[src/rtl/msrv32_trap_controller_if.sv]
// Trap-controller bus: decode/CSR status into the controller, trap controls back to the CSR file.
// The controller uses the slave modport; whatever drives decode and CSR status uses master.
interface msrv32_trap_controller_if;
    logic       illegal_instr_in;
    logic       misaligned_instr_in;
    logic       misaligned_load_in;
    logic       misaligned_store_in;
    logic [4:0] opcode_6_2_in;
    logic [2:0] funct3_in;
    logic [6:0] funct7_in;
    logic [4:0] rs1_addr_in;
    logic [4:0] rs2_addr_in;
    logic [4:0] rd_addr_in;
    logic       mie_in;
    logic       meie_in;
    logic       mtie_in;
    logic       msie_in;
    logic       meip_in;
    logic       mtip_in;
    logic       msip_in;

    logic       i_or_e_out;
    logic [3:0] cause_out;
    logic       set_cause_out;
    logic       set_epc_out;
    logic       mie_clear_out;
    logic       mie_set_out;
    logic       instret_inc_out;
    logic       misaligned_exception_out;
    logic [1:0] pc_src_out;
    logic       flush_out;
    logic       trap_taken_out;
    logic [1:0] fsm_state;

    modport slave (
        input  illegal_instr_in, misaligned_instr_in, misaligned_load_in, misaligned_store_in,
               opcode_6_2_in, funct3_in, funct7_in, rs1_addr_in, rs2_addr_in, rd_addr_in,
               mie_in, meie_in, mtie_in, msie_in, meip_in, mtip_in, msip_in,
        output i_or_e_out, cause_out, set_cause_out, set_epc_out, mie_clear_out, mie_set_out,
               instret_inc_out, misaligned_exception_out, pc_src_out, flush_out,
               trap_taken_out, fsm_state
    );

    modport master (
        output illegal_instr_in, misaligned_instr_in, misaligned_load_in, misaligned_store_in,
               opcode_6_2_in, funct3_in, funct7_in, rs1_addr_in, rs2_addr_in, rd_addr_in,
               mie_in, meie_in, mtie_in, msie_in, meip_in, mtip_in, msip_in,
        input  i_or_e_out, cause_out, set_cause_out, set_epc_out, mie_clear_out, mie_set_out,
               instret_inc_out, misaligned_exception_out, pc_src_out, flush_out,
               trap_taken_out, fsm_state
    );
endinterface

[src/rtl/msrv32_trap_controller.sv]
// Machine-mode trap sequencer: takes interrupts/exceptions, executes mret and selects the next-PC source.
// Pulse outputs are registered from the next state, so each is exactly one glitch-free cycle wide.
module msrv32_trap_controller (
    input  logic                          clk_in,
    input  logic                          rst_in,
    msrv32_trap_controller_if.slave       bus
);
    typedef enum logic [1:0] {
        RESET       = 2'b00,
        OPERATING   = 2'b01,
        TRAP_TAKEN  = 2'b10,
        TRAP_RETURN = 2'b11
    } state_t;

    state_t     state;
    state_t     next_state;
    logic       is_system;
    logic       is_ecall;
    logic       is_ebreak;
    logic       is_mret;
    logic       irq;
    logic       exc;
    logic       trap;
    logic       trap_is_irq;
    logic [3:0] trap_cause;

    always_comb begin
        is_system = (bus.opcode_6_2_in == 5'b11100) && (bus.funct3_in == 3'b000) &&
                    (bus.rs1_addr_in == 5'd0) && (bus.rd_addr_in == 5'd0);
        is_ecall  = is_system && (bus.funct7_in == 7'b0000000) && (bus.rs2_addr_in == 5'b00000);
        is_ebreak = is_system && (bus.funct7_in == 7'b0000000) && (bus.rs2_addr_in == 5'b00001);
        is_mret   = is_system && (bus.funct7_in == 7'b0011000) && (bus.rs2_addr_in == 5'b00010);
        irq = bus.mie_in && ((bus.meie_in && bus.meip_in) || (bus.msie_in && bus.msip_in) ||
                             (bus.mtie_in && bus.mtip_in));
        exc = bus.illegal_instr_in || bus.misaligned_instr_in || bus.misaligned_load_in ||
              bus.misaligned_store_in || is_ecall || is_ebreak;
        trap        = irq || exc;
        trap_is_irq = irq;
        trap_cause  = 4'd0;
        // Interrupts outrank every exception; within each class the first match wins.
        if (irq) begin
            if (bus.meie_in && bus.meip_in)      trap_cause = 4'd11;
            else if (bus.msie_in && bus.msip_in) trap_cause = 4'd3;
            else                                 trap_cause = 4'd7;
        end else begin
            if (bus.misaligned_instr_in)         trap_cause = 4'd0;
            else if (bus.illegal_instr_in)       trap_cause = 4'd2;
            else if (is_ebreak)                  trap_cause = 4'd3;
            else if (is_ecall)                   trap_cause = 4'd11;
            else if (bus.misaligned_load_in)     trap_cause = 4'd4;
            else                                 trap_cause = 4'd6;
        end
    end

    always_comb begin
        next_state = OPERATING;
        case (state)
            OPERATING: begin
                if (trap)         next_state = TRAP_TAKEN;
                else if (is_mret) next_state = TRAP_RETURN;
                else              next_state = OPERATING;
            end
            default: next_state = OPERATING;
        endcase
    end

    always_ff @(posedge clk_in) begin
        if (rst_in) begin
            state                        <= RESET;
            bus.pc_src_out               <= 2'b00;
            bus.flush_out                <= 1'b1;
            bus.set_cause_out            <= 1'b0;
            bus.set_epc_out              <= 1'b0;
            bus.mie_clear_out            <= 1'b0;
            bus.trap_taken_out           <= 1'b0;
            bus.mie_set_out              <= 1'b0;
            bus.cause_out                <= 4'd0;
            bus.i_or_e_out               <= 1'b0;
            bus.misaligned_exception_out <= 1'b0;
        end else begin
            state              <= next_state;
            bus.flush_out      <= (next_state != OPERATING);
            bus.set_cause_out  <= (next_state == TRAP_TAKEN);
            bus.set_epc_out    <= (next_state == TRAP_TAKEN);
            bus.mie_clear_out  <= (next_state == TRAP_TAKEN);
            bus.trap_taken_out <= (next_state == TRAP_TAKEN);
            bus.mie_set_out    <= (next_state == TRAP_RETURN);
            case (next_state)
                RESET:       bus.pc_src_out <= 2'b00;
                TRAP_RETURN: bus.pc_src_out <= 2'b01;
                TRAP_TAKEN:  bus.pc_src_out <= 2'b10;
                default:     bus.pc_src_out <= 2'b11;
            endcase
            if (next_state == TRAP_TAKEN) begin
                bus.cause_out                <= trap_cause;
                bus.i_or_e_out               <= trap_is_irq;
                bus.misaligned_exception_out <= !trap_is_irq &&
                    ((trap_cause == 4'd0) || (trap_cause == 4'd4) || (trap_cause == 4'd6));
            end
        end
    end

    assign bus.instret_inc_out = (state == OPERATING) && !trap;
    assign bus.fsm_state       = state;
endmodule

[src/flat_wrapper.sv]
// flat-port wrapper written by rule: the top's interface ports become plain ports
module msrv32_trap_controller_flat 
  (clk_in, rst_in, bus_illegal_instr_in, bus_misaligned_instr_in, bus_misaligned_load_in, bus_misaligned_store_in, bus_opcode_6_2_in, bus_funct3_in, bus_funct7_in, bus_rs1_addr_in, bus_rs2_addr_in, bus_rd_addr_in, bus_mie_in, bus_meie_in, bus_mtie_in, bus_msie_in, bus_meip_in, bus_mtip_in, bus_msip_in, bus_i_or_e_out, bus_cause_out, bus_set_cause_out, bus_set_epc_out, bus_mie_clear_out, bus_mie_set_out, bus_instret_inc_out, bus_misaligned_exception_out, bus_pc_src_out, bus_flush_out, bus_trap_taken_out, bus_fsm_state);
  msrv32_trap_controller_if bus_i ();
  input  logic clk_in;
  input  logic rst_in;
  input wire logic [$bits(bus_i.illegal_instr_in)-1:0] bus_illegal_instr_in;
  input wire logic [$bits(bus_i.misaligned_instr_in)-1:0] bus_misaligned_instr_in;
  input wire logic [$bits(bus_i.misaligned_load_in)-1:0] bus_misaligned_load_in;
  input wire logic [$bits(bus_i.misaligned_store_in)-1:0] bus_misaligned_store_in;
  input wire logic [$bits(bus_i.opcode_6_2_in)-1:0] bus_opcode_6_2_in;
  input wire logic [$bits(bus_i.funct3_in)-1:0] bus_funct3_in;
  input wire logic [$bits(bus_i.funct7_in)-1:0] bus_funct7_in;
  input wire logic [$bits(bus_i.rs1_addr_in)-1:0] bus_rs1_addr_in;
  input wire logic [$bits(bus_i.rs2_addr_in)-1:0] bus_rs2_addr_in;
  input wire logic [$bits(bus_i.rd_addr_in)-1:0] bus_rd_addr_in;
  input wire logic [$bits(bus_i.mie_in)-1:0] bus_mie_in;
  input wire logic [$bits(bus_i.meie_in)-1:0] bus_meie_in;
  input wire logic [$bits(bus_i.mtie_in)-1:0] bus_mtie_in;
  input wire logic [$bits(bus_i.msie_in)-1:0] bus_msie_in;
  input wire logic [$bits(bus_i.meip_in)-1:0] bus_meip_in;
  input wire logic [$bits(bus_i.mtip_in)-1:0] bus_mtip_in;
  input wire logic [$bits(bus_i.msip_in)-1:0] bus_msip_in;
  output wire logic [$bits(bus_i.i_or_e_out)-1:0] bus_i_or_e_out;
  output wire logic [$bits(bus_i.cause_out)-1:0] bus_cause_out;
  output wire logic [$bits(bus_i.set_cause_out)-1:0] bus_set_cause_out;
  output wire logic [$bits(bus_i.set_epc_out)-1:0] bus_set_epc_out;
  output wire logic [$bits(bus_i.mie_clear_out)-1:0] bus_mie_clear_out;
  output wire logic [$bits(bus_i.mie_set_out)-1:0] bus_mie_set_out;
  output wire logic [$bits(bus_i.instret_inc_out)-1:0] bus_instret_inc_out;
  output wire logic [$bits(bus_i.misaligned_exception_out)-1:0] bus_misaligned_exception_out;
  output wire logic [$bits(bus_i.pc_src_out)-1:0] bus_pc_src_out;
  output wire logic [$bits(bus_i.flush_out)-1:0] bus_flush_out;
  output wire logic [$bits(bus_i.trap_taken_out)-1:0] bus_trap_taken_out;
  output wire logic [$bits(bus_i.fsm_state)-1:0] bus_fsm_state;
  assign bus_i.illegal_instr_in = bus_illegal_instr_in;
  assign bus_i.misaligned_instr_in = bus_misaligned_instr_in;
  assign bus_i.misaligned_load_in = bus_misaligned_load_in;
  assign bus_i.misaligned_store_in = bus_misaligned_store_in;
  assign bus_i.opcode_6_2_in = bus_opcode_6_2_in;
  assign bus_i.funct3_in = bus_funct3_in;
  assign bus_i.funct7_in = bus_funct7_in;
  assign bus_i.rs1_addr_in = bus_rs1_addr_in;
  assign bus_i.rs2_addr_in = bus_rs2_addr_in;
  assign bus_i.rd_addr_in = bus_rd_addr_in;
  assign bus_i.mie_in = bus_mie_in;
  assign bus_i.meie_in = bus_meie_in;
  assign bus_i.mtie_in = bus_mtie_in;
  assign bus_i.msie_in = bus_msie_in;
  assign bus_i.meip_in = bus_meip_in;
  assign bus_i.mtip_in = bus_mtip_in;
  assign bus_i.msip_in = bus_msip_in;
  assign bus_i_or_e_out = bus_i.i_or_e_out;
  assign bus_cause_out = bus_i.cause_out;
  assign bus_set_cause_out = bus_i.set_cause_out;
  assign bus_set_epc_out = bus_i.set_epc_out;
  assign bus_mie_clear_out = bus_i.mie_clear_out;
  assign bus_mie_set_out = bus_i.mie_set_out;
  assign bus_instret_inc_out = bus_i.instret_inc_out;
  assign bus_misaligned_exception_out = bus_i.misaligned_exception_out;
  assign bus_pc_src_out = bus_i.pc_src_out;
  assign bus_flush_out = bus_i.flush_out;
  assign bus_trap_taken_out = bus_i.trap_taken_out;
  assign bus_fsm_state = bus_i.fsm_state;
  msrv32_trap_controller u_core (.clk_in(clk_in), .rst_in(rst_in), .bus(bus_i));
endmodule
[config.mk]
export PLATFORM = sky130hd
export DESIGN_NAME = msrv32_trap_controller_flat
export DESIGN_NICKNAME = d
export VERILOG_FILES = /design/src/rtl/msrv32_trap_controller_if.sv /design/src/rtl/msrv32_trap_controller.sv /design/src/flat_wrapper.sv
export SDC_FILE = /design/constraint.sdc
export NUM_CORES = 1
export LEC_CHECK = 0
export CORE_UTILIZATION = 31
export DETAILED_ROUTE_END_ITERATION = 8
export HOLD_SLACK_MARGIN = 0.06
export PLACE_DENSITY = 0.83
export SLEW_MARGIN = 20
export SYNTH_ARGS = -nofsm -noshare
export SYNTH_HDL_FRONTEND = slang
export SYNTH_SLANG_ARGS = --single-unit
[constraint.sdc]
create_clock -name clk_in -period 2.4 [get_ports clk_in]
set_clock_uncertainty 0.05 [all_clocks]
set_input_delay 0.24 -clock clk_in [delete_from_list [all_inputs] [get_ports clk_in]]
set_output_delay 0.24 -clock clk_in [all_outputs]
set_load 0.01 [all_outputs]
======== Word level (Yosys, flattened, before mapping) ========
Index checks and enable logic that the tools add are counted.
storage, ports and cells
  output and inout port bits .............. 17
  logic and storage cells ................. 63
  register bits ........................... 13
  input bits .............................. 43
operators by class
  mux-type cells .......................... 12
  equal/unequal tests ..................... 10
  reduce and logical (&&, ||, !) cells .... 33
operator list
  kind                                                                     count
  4-bit 2-to-1 mux                                                         6
  5-bit zero test                                                          3
  1-bit logical AND                                                        14
  1-bit logical OR                                                         10
  4-bit by 3-bit == test with 1-bit output, second input constant          2
  2-bit 2-to-1 mux                                                         4
  7-bit by 5-bit == test with 1-bit output, second input constant          1
  7-bit zero test                                                          1
  2-bit case mux with 3 select lines                                       1
  5-bit by 1-bit == test with 1-bit output, second input constant          1
  5-bit by 2-bit == test with 1-bit output, second input constant          1
  5-bit == test, second input constant                                     1
  2-bit == test, second input constant                                     2
  4-bit zero test                                                          1
  3-bit zero test                                                          1
  3-bit 2-to-1 mux                                                         1
  2-bit by 1-bit == test with 1-bit output, second input constant          1
  1-bit zero test                                                          2
  2-bit zero test                                                          1
  2-bit by 1-bit inequality test with 1-bit output, second input constant  1

======== Depth between registers and ports, before layout ========
  depth after elaboration ................. 15
  depth in mapped cells ................... 7
  depth with buffers taken out ............ 7

======== Worst setup path before layout ========
OpenSTA, ideal clock, no wires.
  path type ............................... input-to-reg
  start ................................... in bus_rd_addr_in[0]
  end ..................................... reg u_core.bus.pc_src_out[1] (netlist name)
  setup time .............................. 0.066 ns
  cell stages on the path ................. 6
  data arrival time ....................... 1.988 ns
  path slack .............................. 0.296 ns
  cells stage by stage .................... or4_4 or4_4 a21oi_4 inv_2 ha_1 nor2_1
between the ends
  longest elaborated chain between the ends .. 11
  elaborated cells between the ends (all ways) .. 17
ends and longest elaborated chain
  item                                              RTL line                                                    text
  start: declaration                                flat_wrapper.sv:16                                          input wire logic [$bits(bus_i.rd_addr_in)-1:0] bus_rd_addr_in;
  5-bit zero test (*)                               msrv32_trap_controller.sv:29                                (bus.rs1_addr_in == 5'd0) && (bus.rd_addr_in == 5'd0);
  1-bit logical AND (*)                             msrv32_trap_controller.sv:29
  1-bit logical AND (*)                             msrv32_trap_controller.sv:30, msrv32_trap_controller.sv:31
  1-bit logical AND                                 msrv32_trap_controller.sv:30                                is_ecall = is_system && (bus.funct7_in == 7'b0000000) && (bus.rs2_addr_in == 5'b00000);
  1-bit logical OR                                  msrv32_trap_controller.sv:36                                bus.misaligned_store_in || is_ecall || is_ebreak;
  1-bit logical OR (*)                              msrv32_trap_controller.sv:36
  1-bit logical OR (*)                              msrv32_trap_controller.sv:37                                trap = irq || exc;
  2-bit 2-to-1 mux (*)                              msrv32_trap_controller.sv:59                                if (trap) next_state = TRAP_TAKEN;
  2-bit 2-to-1 mux (*)                              msrv32_trap_controller.sv:57                                case (state)
  named net u_core.next_state[0]                    msrv32_trap_controller.sv:16                                state_t next_state;
  2-bit == test or 2-bit zero test (tied branches)  msrv32_trap_controller.sv:88                                case (next_state)
  2-bit case mux with 3 select lines (*)            msrv32_trap_controller.sv:88
  end signal: assignment                            msrv32_trap_controller.sv:89                                RESET: bus.pc_src_out <= 2'b00;
  end signal: assignment                            msrv32_trap_controller.sv:90                                TRAP_RETURN: bus.pc_src_out <= 2'b01;
  end signal: assignment                            msrv32_trap_controller.sv:91                                TRAP_TAKEN: bus.pc_src_out <= 2'b10;
  end: declaration                                  msrv32_trap_controller_if.sv:40                             instret_inc_out, misaligned_exception_out, pc_src_out, flush_out,
Mark *: on every way through the listed nets, which the timed path passes. The rest lies on a longest branch.
A chain may end at the register's enable or synchronous reset.

======== Worst setup path after layout ========
  start ................................... in bus_opcode_6_2_in[3]
  end ..................................... reg u_core.bus.pc_src_out[1] (netlist name)
between the ends
  longest elaborated chain between the ends .. 13
  elaborated cells between the ends (all ways) .. 19
ends and longest elaborated chain
  item                                              RTL line                                                    text
  start: declaration                                flat_wrapper.sv:11                                          input wire logic [$bits(bus_i.opcode_6_2_in)-1:0] bus_opcode_6_2_in;
  5-bit == test (*)                                 msrv32_trap_controller.sv:28                                is_system = (bus.opcode_6_2_in == 5'b11100) && (bus.funct3_in == 3'b000) &&
  1-bit logical AND (*) (2 in a row)                msrv32_trap_controller.sv:28
  1-bit logical AND (*)                             msrv32_trap_controller.sv:29
  1-bit logical AND (*)                             msrv32_trap_controller.sv:30, msrv32_trap_controller.sv:31
  1-bit logical AND                                 msrv32_trap_controller.sv:30
  1-bit logical OR                                  msrv32_trap_controller.sv:36
  1-bit logical OR (*)                              msrv32_trap_controller.sv:36
  1-bit logical OR (*)                              msrv32_trap_controller.sv:37
  2-bit 2-to-1 mux (*)                              msrv32_trap_controller.sv:59
  2-bit 2-to-1 mux (*)                              msrv32_trap_controller.sv:57
  named net u_core.next_state[0]                    msrv32_trap_controller.sv:16
  2-bit == test or 2-bit zero test (tied branches)  msrv32_trap_controller.sv:88
  2-bit case mux with 3 select lines (*)            msrv32_trap_controller.sv:88
Marked as above.

==> impl_metrics.csv <==
group,metric,value,unit
outcome,outcome,"completed",
logic_synthesis,yosys_register_bits,12,
grt,grt_pass1_wl,4140,um
die,core_area,2022,um2
die,die_w,49.20,um
placement,routabilityCongestion,0.8366,
timing,slew_violations,0,
timing,max_slew_margin,73.36,%
cells_and_area,area_growth_syn_to_layout,103.4,%
drt,num_vias,894,
drt,vias_per_cell,5.109,
die,die_h,49.20,um
logic_synthesis,yosysSeqAreaShare,34.78,%
logic_synthesis,synth_cell_types,38,
logic_synthesis,synth_edf_count,0,
placement,dp_slack,-0.1704,ns
run,drv_cap,0,
grt,gr-usage-all-layers,21.74,%
clock_tree,cts_buffer_depth,2,
logic_synthesis,syn_avg_cell_area,8.527,um2
logic_synthesis,async_reset_ff_share,0,%
drt,antenna_left,0,
drt,drt_iter0_markers,25,
timing,fmax,430.6,MHz
min_path,worstHoldEndpoint,"u_core.bus.i_or_e_out$_SDFFE_PP0P_",
min_path,min-delay-start,"u_core.bus.i_or_e_out$_SDFFE_PP0P_",
clock_tree,cts_inserted_buffers,3,
clock_tree,cts.sinks,12,
timing,rsz0062_at_grt,"false",
timing,final_hold_viol_count,0,
setup_path,worstPathRequired,2.56,ns
cells_and_area,n_antenna_cell,0,
die,io_pins,60,
logic_synthesis,synth_fp_nets,126,
pwr,ir_drop,0.4446,mV
pwr,power_leakage,0.5448,nW
drt,wl,2491,um
die,row_count,16,
setup_path,critPathMaxFanout,5,
timing,setup_ws,0.07758,ns
timing,fin_crit,2.322,ns
setup_path,r2r_cells,5,
setup_path,cp-start-kind,"primary input",
placement,placed_cell_area,1344,um2
drt,first_pass_iters,4,
min_path,hold-path-cell-count,2,
clock_tree,htreeDepth,1,
setup_path,critPathKind,"in2reg",
placement,dp.cells,170,
drt,route.detailed.drc,0,
clock_tree,cts_tree,"yes",
placement,place.port_buffers,59,
cells_and_area,stdcell_area,1405,um2
die,dieArea,2421,um2
grt,grt_pass1_vias,896,
timing,tns,0,ns
setup_path,rr_startpoint,"u_core.bus.fsm_state[1]$_SDFF_PP0_",
cells_and_area,layoutNonFillerInstCount,175,
logic_synthesis,synth_area,690.7,um2
grt,grt_antenna_before_repair,0,
setup_path,rrSetupSlack,0.99,ns
clock_tree,path_clk_slew,0.08,ns
cells_and_area,fin_util,69.49,%
logic_synthesis,synth_cells,81,
drt,routedWlPerCell,14.23,um
timing,setup_viol,0,
setup_path,end_kind,"register",
grt,grt-ovfl-total,0,
clock_tree,cts_hold_buf,0,
cells_and_area,nets,194,
die,initial_core_util,34.16,%
pwr,powerDensity,412.2,nW/um2
setup_path,rr_endpoint,"u_core.bus.pc_src_out[1]$_SDFF_PP0_",
timing,finalCritPeriodShare,96.77,%
logic_synthesis,ys.flop_type,"dfxtp_1",
timing,worstMarginPinSlew,0.3988,ns
clock_tree,root_buffer,"clkbuf_4",
setup_path,cp.arrival,2.48,ns
cells_and_area,drive_gt1_share,17.57,%
logic_synthesis,ys_warn_count,0,
clock_tree,clock_latency,0.28,ns
grt,grt_max_degree,10,
placement,dp_hpwl,2056,um
min_path,worst_hold_path_type,"reg2reg",
critical path, stage by stage:
cell	delay, ns
clkdlybuf4s50_1	0.46
nor4bb_2	0.28
nand4_1	0.15
buf_4	0.16
or4_4	0.54
a21oi_4	0.18
inv_2	0.09
ha_1	0.29
nor2_1	0.09
how the worst max path moves through the flow:
stage / from / to / slack [ns]
2_1_floorplan: bus_rd_addr_in[0] / u_core.bus.pc_src_out[1]$_SDFF_PP0_ / 0.30
3_3_place_gp: bus_rd_addr_in[0] / u_core.bus.pc_src_out[1]$_SDFF_PP0_ / -0.1
3_5_place_dp: bus_opcode_6_2_in[3] / u_core.bus.pc_src_out[1]$_SDFF_PP0_ / -0.17
4_1_cts: bus_opcode_6_2_in[3] / u_core.bus.pc_src_out[1]$_SDFF_PP0_ / 0.02
5_1_grt: bus_opcode_6_2_in[3] / u_core.bus.pc_src_out[1]$_SDFF_PP0_ / 0.005
6_report: bus_opcode_6_2_in[3] / u_core.bus.pc_src_out[1]$_SDFF_PP0_ / 0.08
timing repair:
item,4_1_cts,5_1_grt
gates cloned,0,0
pin swaps,1,1
buffers inserted,1,0
gates resized for setup,1,4
endpoints found under the setup margin,1,5
cells by family (layout without fill, tap and decap cells):
| group | Yosys count | count (layout) | synth area share, % |
|---|---|---|---|
| DFF | 12 | 12 | 34.78 |
| and+or+nand+nor | 37 | 37 | 30.44 |
| adders and majority gates | 2 | 2 | 3.623 |
| AOI/OAI and AO/OA | 20 | 20 | 23.37 |
| buffers and inverters | 10 | 77 | 7.788 |
metal layers:
| layer | vias to the layer above | track usage (%) | routed length, um |
|---|---|---|---|
| met5 | - | 0 | 0 |
| met3 | 10 | 7.788 | 180 |
| met4 | 0 | 7.353 | 76 |
| met1 | 404 | 25.00 | 1064 |
| met2 | 44 | 36.76 | 1168 |
| li1 | 436 | - | - |
power breakdown:
| part | internal (mW) | leakage (nW) | switching [mW] |
|---|---|---|---|
| combinational | 0.127 | 0.425 | 0.0699 |
| sequential | 0.215 | 0.0989 | 0.00822 |
| clock | 0.0923 | 0.0210 | 0.0672 |
cell type report:
type,instances,area [um2]
Clock buffer,4,36.28
Sequential cell,12,240.2
Multi-Input combinational cell,59,415.4
Timing Repair Buffer,69,664.4
Inverter,4,15.01
Fill cell,158,616.8
Tap cell,27,33.78
synthesized netlist by cell type, types with 2 or more instances:
cell type,n,area [um2]
nor3_1,2,10.01
or4_4,2,22.52
nor2b_1,2,12.51
o21ai_0,4,20.02
a21oi_1,2,10.01
a41oi_1,2,17.52
buf_4,4,30.03
dfxtp_1,12,240.2
ha_1,2,25.02
nand2b_1,2,12.51
nand3_1,2,10.01
nand2_1,6,22.52
inv_1,2,7.510
nor4_1,4,25.02
nor2_1,10,37.54
metrics by stage:
stage               power (mW)  hold WS, ns
global route            0.6096       0.4729
global placement        0.4159       0.3992
finish                  0.5791       0.4220
floorplan               0.2931       0.3807
detailed placement      0.4204       0.4160
CTS                     0.5783       0.4249
cells in the final DEF (no fill, tap or decap), types with 2 or more instances in the layout:
| cell | instances |
|---|---|
| or4_4 | 2 |
| buf_4 | 10 |
| nor4_1 | 3 |
| nand2b_1 | 2 |
| clkdlybuf4s50_1 | 58 |
| nor2_1 | 10 |
| nand2_1 | 6 |
| dfxtp_1 | 12 |
| ha_1 | 2 |
| inv_1 | 2 |
| a21oi_1 | 2 |
| o21ai_0 | 4 |
| nor2b_1 | 2 |
| nor3_1 | 2 |
| clkbuf_4 | 3 |
| a41oi_1 | 2 |
| nand3_1 | 2 |
registers in the layout (all words and copies together) (netlist names):
register,flops
u_core.bus.pc_src_out,1
u_core.bus.i_or_e_out,1
u_core.bus.fsm_state,2
u_core.bus.flush_out,1
u_core.bus.misaligned_exception_out,1
u_core.bus.set_cause_out,1
u_core.bus.mie_set_out,1
u_core.bus.cause_out,4
(Power assumes the default switching activity.)
